[src/rtl/gnr_ctrl_pkg.sv]
// rtl/gnr_ctrl_pkg.sv - shared FSM encoding and defaults for the GRN attractor controller
package gnr_ctrl_pkg;

  localparam int GNR_N_DEF     = 22;
  localparam int GNR_CNT_W_DEF = 32;

  typedef enum logic [2:0] {
    ST_IDLE   = 3'd0,
    ST_LOAD   = 3'd1,
    ST_RUN    = 3'd2,
    ST_PERIOD = 3'd3,
    ST_DONE   = 3'd4
  } gnr_state_e;

endpackage

[src/rtl/gnr_step_cnt.sv]
// rtl/gnr_step_cnt.sv - step counter with clear, enable and a budget-reached flag
module gnr_step_cnt
  import gnr_ctrl_pkg::*;
#(
  parameter int CNT_W = GNR_CNT_W_DEF
) (
  input  logic             clk_i,
  input  logic             rst_ni,
  input  logic             clr_i,
  input  logic             en_i,
  input  logic [CNT_W-1:0] limit_i,
  output logic [CNT_W-1:0] cnt_o,
  output logic             at_limit_o
);

  logic [CNT_W-1:0] cnt_q, cnt_d;

  always_comb begin
    cnt_d = cnt_q;
    if (clr_i) begin
      cnt_d = '0;
    end else if (en_i) begin
      cnt_d = cnt_q + CNT_W'(1);
    end
  end

  always_ff @(posedge clk_i) begin
    if (!rst_ni) begin
      cnt_q <= '0;
    end else begin
      cnt_q <= cnt_d;
    end
  end

  assign cnt_o      = cnt_q;
  assign at_limit_o = (cnt_q == limit_i);

endmodule

[src/rtl/gnr_attractor_ctrl.sv]
// rtl/gnr_attractor_ctrl.sv - Floyd tortoise/hare sequencer finding the meet index and period of a GRN attractor
module gnr_attractor_ctrl
  import gnr_ctrl_pkg::*;
#(
  parameter int N     = GNR_N_DEF,
  parameter int CNT_W = GNR_CNT_W_DEF
) (
  input  logic             clk,
  input  logic             rst_n,
  input  logic             start,
  input  logic [N-1:0]     seed,
  input  logic [CNT_W-1:0] max_steps,
  input  logic [N-1:0]     s0_vec,
  input  logic [N-1:0]     s1_vec,
  output logic             reset_nos,
  output logic [N-1:0]     init_state,
  output logic             start_s0,
  output logic             start_s1,
  output logic             busy,
  output logic             done,
  output logic             timeout,
  output logic [CNT_W-1:0] meet,
  output logic [CNT_W-1:0] period
);

  gnr_state_e       state_q, state_d;
  logic [N-1:0]     seed_q;
  logic [CNT_W-1:0] max_q;
  logic [CNT_W-1:0] meet_q, meet_d, period_q, period_d;
  logic             done_q, done_d, timeout_q, timeout_d;
  logic             reset_nos_q;

  logic [CNT_W-1:0] p_cnt, lam_cnt;
  logic             p_at_max, lam_at_max;
  logic             cnt_clr, p_en, lam_en;
  logic             s0_pulse, s1_pulse;
  logic             vec_eq, accept;

  assign vec_eq = (s0_vec == s1_vec);
  assign accept = start && ((state_q == ST_IDLE) || (state_q == ST_DONE));

  gnr_step_cnt #(.CNT_W(CNT_W)) u_p_cnt (
    .clk_i      (clk),
    .rst_ni     (rst_n),
    .clr_i      (cnt_clr),
    .en_i       (p_en),
    .limit_i    (max_q),
    .cnt_o      (p_cnt),
    .at_limit_o (p_at_max)
  );

  gnr_step_cnt #(.CNT_W(CNT_W)) u_lam_cnt (
    .clk_i      (clk),
    .rst_ni     (rst_n),
    .clr_i      (cnt_clr),
    .en_i       (lam_en),
    .limit_i    (max_q),
    .cnt_o      (lam_cnt),
    .at_limit_o (lam_at_max)
  );

  // Step strobes must be suppressed in the very cycle the compare hits, so they
  // decode the registered state and counters rather than a further flop stage.
  always_comb begin
    state_d   = state_q;
    meet_d    = meet_q;
    period_d  = period_q;
    done_d    = done_q;
    timeout_d = timeout_q;
    cnt_clr   = 1'b0;
    p_en      = 1'b0;
    lam_en    = 1'b0;
    s0_pulse  = 1'b0;
    s1_pulse  = 1'b0;
    case (state_q)
      ST_IDLE, ST_DONE: begin
        if (start) begin
          cnt_clr   = 1'b1;
          meet_d    = '0;
          period_d  = '0;
          done_d    = 1'b0;
          timeout_d = 1'b0;
          state_d   = ST_LOAD;
        end
      end
      ST_LOAD: begin
        state_d = ST_RUN;
      end
      ST_RUN: begin
        if (!p_cnt[0] && (p_cnt >= CNT_W'(2)) && vec_eq) begin
          meet_d  = {1'b0, p_cnt[CNT_W-1:1]};
          state_d = ST_PERIOD;
        end else if (p_at_max) begin
          timeout_d = 1'b1;
          done_d    = 1'b1;
          state_d   = ST_DONE;
        end else begin
          s0_pulse = 1'b1;
          s1_pulse = 1'b1;
          p_en     = 1'b1;
        end
      end
      ST_PERIOD: begin
        if ((lam_cnt != '0) && vec_eq) begin
          period_d = lam_cnt;
          done_d   = 1'b1;
          state_d  = ST_DONE;
        end else if (lam_at_max) begin
          timeout_d = 1'b1;
          done_d    = 1'b1;
          state_d   = ST_DONE;
        end else begin
          s1_pulse = 1'b1;
          lam_en   = 1'b1;
        end
      end
      default: begin
        state_d = ST_IDLE;
      end
    endcase
  end

  always_ff @(posedge clk) begin
    if (!rst_n) begin
      state_q     <= ST_IDLE;
      seed_q      <= '0;
      max_q       <= '0;
      meet_q      <= '0;
      period_q    <= '0;
      done_q      <= 1'b0;
      timeout_q   <= 1'b0;
      reset_nos_q <= 1'b0;
    end else begin
      state_q     <= state_d;
      meet_q      <= meet_d;
      period_q    <= period_d;
      done_q      <= done_d;
      timeout_q   <= timeout_d;
      reset_nos_q <= accept;
      if (accept) begin
        seed_q <= seed;
        max_q  <= max_steps;
      end
    end
  end

  assign reset_nos  = reset_nos_q;
  assign init_state = seed_q;
  assign start_s0   = s0_pulse;
  assign start_s1   = s1_pulse;
  assign busy       = (state_q == ST_LOAD) || (state_q == ST_RUN) || (state_q == ST_PERIOD);
  assign done       = done_q;
  assign timeout    = timeout_q;
  assign meet       = meet_q;
  assign period     = period_q;

endmodule

[config.mk]
export PLATFORM = sky130hd
export DESIGN_NAME = gnr_attractor_ctrl
export DESIGN_NICKNAME = d
export VERILOG_FILES = /design/src/rtl/gnr_ctrl_pkg.sv /design/src/rtl/gnr_step_cnt.sv /design/src/rtl/gnr_attractor_ctrl.sv
export SDC_FILE = /design/constraint.sdc
export NUM_CORES = 1
export LEC_CHECK = 0
export ABC_AREA = 1
export CELL_PAD_IN_SITES_DETAIL_PLACEMENT = 0
export CELL_PAD_IN_SITES_GLOBAL_PLACEMENT = 1
export CORE_AREA = 3 3 161 163
export DETAILED_ROUTE_END_ITERATION = 10
export DIE_AREA = 0 0 164 166
export PLACE_DENSITY_LB_ADDON = 0.1
export REMOVE_ABC_BUFFERS = 1
export SKIP_LAST_GASP = 1
export SYNTH_ARGS = -nofsm -noshare
export SYNTH_HDL_FRONTEND = slang
export SYNTH_SLANG_ARGS = --single-unit
export TNS_END_PERCENT = 5
[constraint.sdc]
create_clock -name clk -period 5 [get_ports clk]
set_input_delay 0.5 -clock clk [delete_from_list [all_inputs] [get_ports clk]]
set_output_delay 0.5 -clock clk [all_outputs]
set_load 0.03 [all_outputs]
* Word level (Yosys, flattened, before mapping)
Index checks and enable logic that the tools add are counted.
** Storage, ports and cells
- Input port bits :: 101
- Bits in registers :: 188
- Logic and storage cells :: 78
** Cells by class
- Equal/unequal tests :: 16
- Add/sub/neg operators :: 2
- Multiplexer cells :: 28
- Magnitude comparators :: 1
- Reductions and logical operators :: 20
- Bitwise logic cells :: 1
** Operators by type and width (number)
- $pmux 32 s2 :: 2
- $mux 32 :: 3
- $add 32x1->32 const B :: 2
- $eq 32x32->1 :: 2
- $ge 32x2->1 const B :: 1
- $reduce_bool 32->1 :: 1
- $eq 22x22->1 :: 1
- $mux 3 :: 5
- $mux 1 :: 14
- $ne 2x2->1 const B :: 7
- $pmux 3 s4 :: 1
- $reduce_and 3->1 :: 3
- $eq 3x2->1 const B :: 2
- $ne 3x3->1 const B :: 2
- $pmux 1 s3 :: 2
- $reduce_and 6->1 :: 1
- $reduce_and 5->1 :: 1
- $logic_and 1x1->1 :: 4
- $reduce_bool 2->1 :: 2
- $reduce_or 2->1 :: 2
- $eq 3x1->1 const B :: 1
- $eq 3x3->1 const B :: 1
- $logic_not 3->1 :: 1
- $logic_or 1x1->1 :: 3
- other kinds (4) :: 4

* Logic depth before layout (Yosys ltp)
- Depth in word-level cells :: 5
- Depth in mapped cells :: 15
- Mapped depth without buffers :: 14

* By module
A second synthesis with hierarchy kept.
** Second synthesis, totals
- Cell total of the unflattened synthesis :: 1449
- Area total of the unflattened synthesis :: 9778.1 um^2
** Modules (own cells, without submodules)
- gnr_attractor_ctrl :: area an instance 5172.5 um^2, times used 1, cells an instance 709
- gnr_step_cnt at u_p_cnt :: area an instance 2318.5 um^2, times used 1, cells an instance 369
- gnr_step_cnt at u_lam_cnt :: area an instance 2287.2 um^2, times used 1, cells an instance 371

* Least setup slack after synthesis
Ideal clock, no wire load.
- Path kind :: flip-flop to output port
- From :: register u_p_cnt.cnt_q[0] (netlist: u_p_cnt.cnt_o[0])
- To :: output start_s0
- Path buffers :: 1
- Arrival :: 1.617 ns
- Cell stages (with the launch flop) :: 13
- Data required time :: 4.500 ns
- Slack :: 2.883 ns
- Cell sequence :: dfxtp_1 inv_1 ha_1 nor2_1 nand2_1 nor2_1 nand2_1 nor2_2 nor2_2 nand3_4 nand3_4 inv_4 buf_6
** On the way
- Longest elaborated chain between the ends :: 5
- Elaborated cells between the ends (all ways) :: 8
** Ends and longest elaborated chain
- from (decl) :: line gnr_step_cnt.sv:16 : logic [CNT_W-1:0] cnt_q, cnt_d;
- from (signal assigned) :: line gnr_step_cnt.sv:31 : cnt_q <= cnt_d;
- $ge 32x2->1 or $logic_not 1->1 (tied branches) :: line gnr_attractor_ctrl.sv:90 : if (!p_cnt[0] && (p_cnt >= CNT_W'(2)) && vec_eq) begin
- $logic_and 1x1->1 (2 in a row) :: line gnr_attractor_ctrl.sv:90
- $mux 1 (*) :: line gnr_attractor_ctrl.sv:90
- $mux 1 (*) :: line gnr_attractor_ctrl.sv:75 : case (state_q)
- to (decl) :: line gnr_attractor_ctrl.sv:17 : output logic start_s0,
Every way passes the cells marked *; elsewhere a longest branch is shown, timed or not.

* Worst setup path in the final report
Ends and elaborated chain as after synthesis.

==> impl_metrics.toml <==
[run_status]
status = "finished, final reports clean"

[sta]
finalCritPeriodShare_pct = 74.8
finalMaxSlewViolations = 0
rsz0062_at_grt = "no"
fin_skew_ns = 0.0111
worst_pin_slew_ns = 0.751
setup_viol = 0
timing.setup.tns_ns = 0
period_minus_slack_ns = 3.74
max_freq_mhz = 268
slew_headroom_pct = 49.8
hold_violations = 0

[drt]
wire_per_inst_um = 16.4
dr.pass1.iters = 4
drt-total-wl_mm = 30.4
via_per_inst = 4.93
drt-initial-drc-count = 605
ant_nets = 0
route.vias.total = 9160
drc = 0

[logic_synthesis]
ys_ff_latch = 187
synth_area_um2 = 9850
yosys.area.top_type = "dfxtp_1"
yosysSeqAreaShare_pct = 38.0
synth_warnings = 0
async_flop_share_pct = 0
synthCells = 1392
synth.distinct_cells = 36
yosys-top-cells-area = "dfxtp_1 (38%), nand2_1 (13%), nor2_1 (6.9%)"
syn_area_per_cell_um2 = 7.08
yosysTopAreaCellShare_pct = 38.0
ys.flop_type = "dfxtp_1"
synth_edf_count = 0

[floorplanning]
dieHeight_um = 166
rows = 57
io_pins = 193
die_area_um2 = 27200
core_um2 = 24500
start_util_pct = 40.3
die_w_um = 164

[power_and_ir_drop]
powerDensity_nw_per_um2 = 396
ir_drop_v = 0.000195
power.leakage_nw = 4.60

[clock_tree]
clkTransAtPathRegs_ns = 0.07
cts_root_buf = "clkbuf_16"
cts_setup_buffers = 0
clockBufferDepth = 2
postCtsHoldBufs = 0
numCtsBuffers = 17
clock_latency_ns = 0.44
post_cts_resized = 0
clock-sinks = 187
cts_tree = "built"
htreeDepth = 4

[job]
cap_viol_max_count = 0

[global_route]
grt_max_degree = 55
grt_pass1_wl_mm = 48.5
antenna_found_initial = 0
grt_pass1_vias = 8837
grt-ovfl-total = 0
grt_usage_pct = 22.5

[cells_and_area]
drive_gt1_share_pct = 7.76
nets = 1628
fillerInstances = 2490
n_antenna_cell = 0
synthToLayoutAreaGrowth_pct = 25.5
fin_util_pct = 50.5

[placement]
hpwl_mm = 22.7
place_congestion = 0.919
portBuffers = 191

[critical_path]
cp.arrival_ns = 3.24
criticalPathCategory = "flip-flop to output pin"
worst_setup_path_end_kind = "output pin"
required_ns = 4.50
cp-start-kind = "flip-flop"
crit_fanout = 32

[hold_path]
hold_path.class = "flip-flop to flip-flop"
## report_power, final
group          internal (mW)  switching (mW)  leakage [nW]
logic                  0.619            1.05          2.79
clock network          0.755           0.622         0.282
registers               1.69           0.155          1.52
## per-layer routing
metal	global-route usage [%]	vias to the layer above	share of wire, %
li1	-	4731	-
met1	28.8	4240	45
met2	39.8	164	51
met3	3.54	25	3.0
met4	4.67	0	1.3
met5	0	-	0
## critical path, stage by stage (launching register included)
cell and delay, ns:
dfxtp_1 0.49, inv_1 0.17, ha_1 0.25, nor2_1 0.09, nand2_1 0.05, nor2_1 0.10, nand2_1 0.10, nor2_2 0.12
nor2_2 0.06, nand3_4 0.12, nand3_4 0.08, inv_4 0.36, clkdlybuf4s50_1 0.78
## state kept, by name, summed over array words and instances, names as in the netlist
| signal | count |
|---|---|
| u_lam_cnt.cnt_o | 32 |
| meet | 31 |
| init_state | 22 |
| reset_nos | 1 |
| max_q | 32 |
| done | 1 |
| u_p_cnt.cnt_o | 32 |
| timeout | 1 |
| state_q | 3 |
| period | 32 |
## per-stage QoR
stage	area [µm²]	setup WS [ns]	power [mW]	hold slack, ns	std cells
final	12400	1.26	4.89	0.455	1858
after detailed placement	11800	1.46	3.57	0.446	1828
after CTS	12400	1.23	4.95	0.457	1858
after floorplan	9380	1.80	2.87	0.484	1305
after global routing	12400	1.09	5.16	0.485	1858
after global placement	11800	1.50	3.56	0.445	1828
## final timing paths
| check | start | end | slack (ns) | cells after the start |
|---|---|---|---|---|
| setup / recovery | u_p_cnt.cnt_o[0]$_SDFFE_PP0P_ | start_s0 | 1.26 | 12 |
| hold / removal | timeout$_SDFFE_PN0P_ | timeout$_SDFFE_PN0P_ | 0.46 | 2 |
| setup reg to reg | u_p_cnt.cnt_o[0]$_SDFFE_PP0P_ | meet[5]$_SDFFE_PN0P_ | 2.47 | 13 |
| hold reg to reg | timeout$_SDFFE_PN0P_ | timeout$_SDFFE_PN0P_ | 0.46 | 2 |
## placed cells by master (no fill, tap or decap), types with 2 or more instances in the layout
cell             instances
a21boi_0                 2
a21oi_1                 74
a21oi_2                 26
a22o_1                  32
a22oi_1                 29
buf_4                    7
bufinv_16                2
clkbuf_16               17
clkdlybuf4s50_1        191
clkinv_4                 3
dfxtp_1                187
ha_1                     4
inv_1                  103
inv_2                   12
inv_6                    3
nand2_1                348
nand2_2                 21
nand3_1                 20
nand3_2                  3
nand3_4                  2
nand4_1                 25
nor2_1                 181
nor2_2                   6
nor2_4                   5
nor3_1                  49
nor3b_1                  4
nor4_1                   3
o21ai_0                 63
o21ai_1                  4
o21ai_2                  4
xnor2_1                 48
xor2_1                  46
## synthesized netlist by cell type, types with 7 or more instances
master / n
o21ai_0: 63
nor3_1: 49
dfxtp_1: 187
a21oi_1: 74
inv_1: 104
a22o_1: 32
nand4_1: 25
nor2_1: 182
nand2_2: 21
nand3_1: 20
buf_2: 48
xnor2_1: 48
nor2_2: 7
xor2_1: 46
nand2_1: 348
inv_2: 11
clkbuf_1: 19
a22oi_1: 29
buf_4: 13
a21oi_2: 26
## layout make-up
cell class                 instances  area, µm²  area share (%)
clock inverter                    11        136            1.10
inverter                         116        438            3.54
multi-input combinational       1002       5210            42.2
timing repair buffer             199       1980            16.0
sequential                       187       3740            30.3
clock buffer                      19        443            3.58
tap                              324        405            3.28
## cell families (layout without fill, tap and decap cells)
kind of cell,Yosys count,in the layout,synth area share [%]
simple gates,669,669,28.9
xor+xnor,94,94,8.36
fa+ha+maj,4,4,0.508
other cells,1,1,0.0381
flops,187,187,38.0
buf+inv,203,345,9.20
compound gates,234,234,15.0
Note: power is estimated with default switching activity, not from simulation.
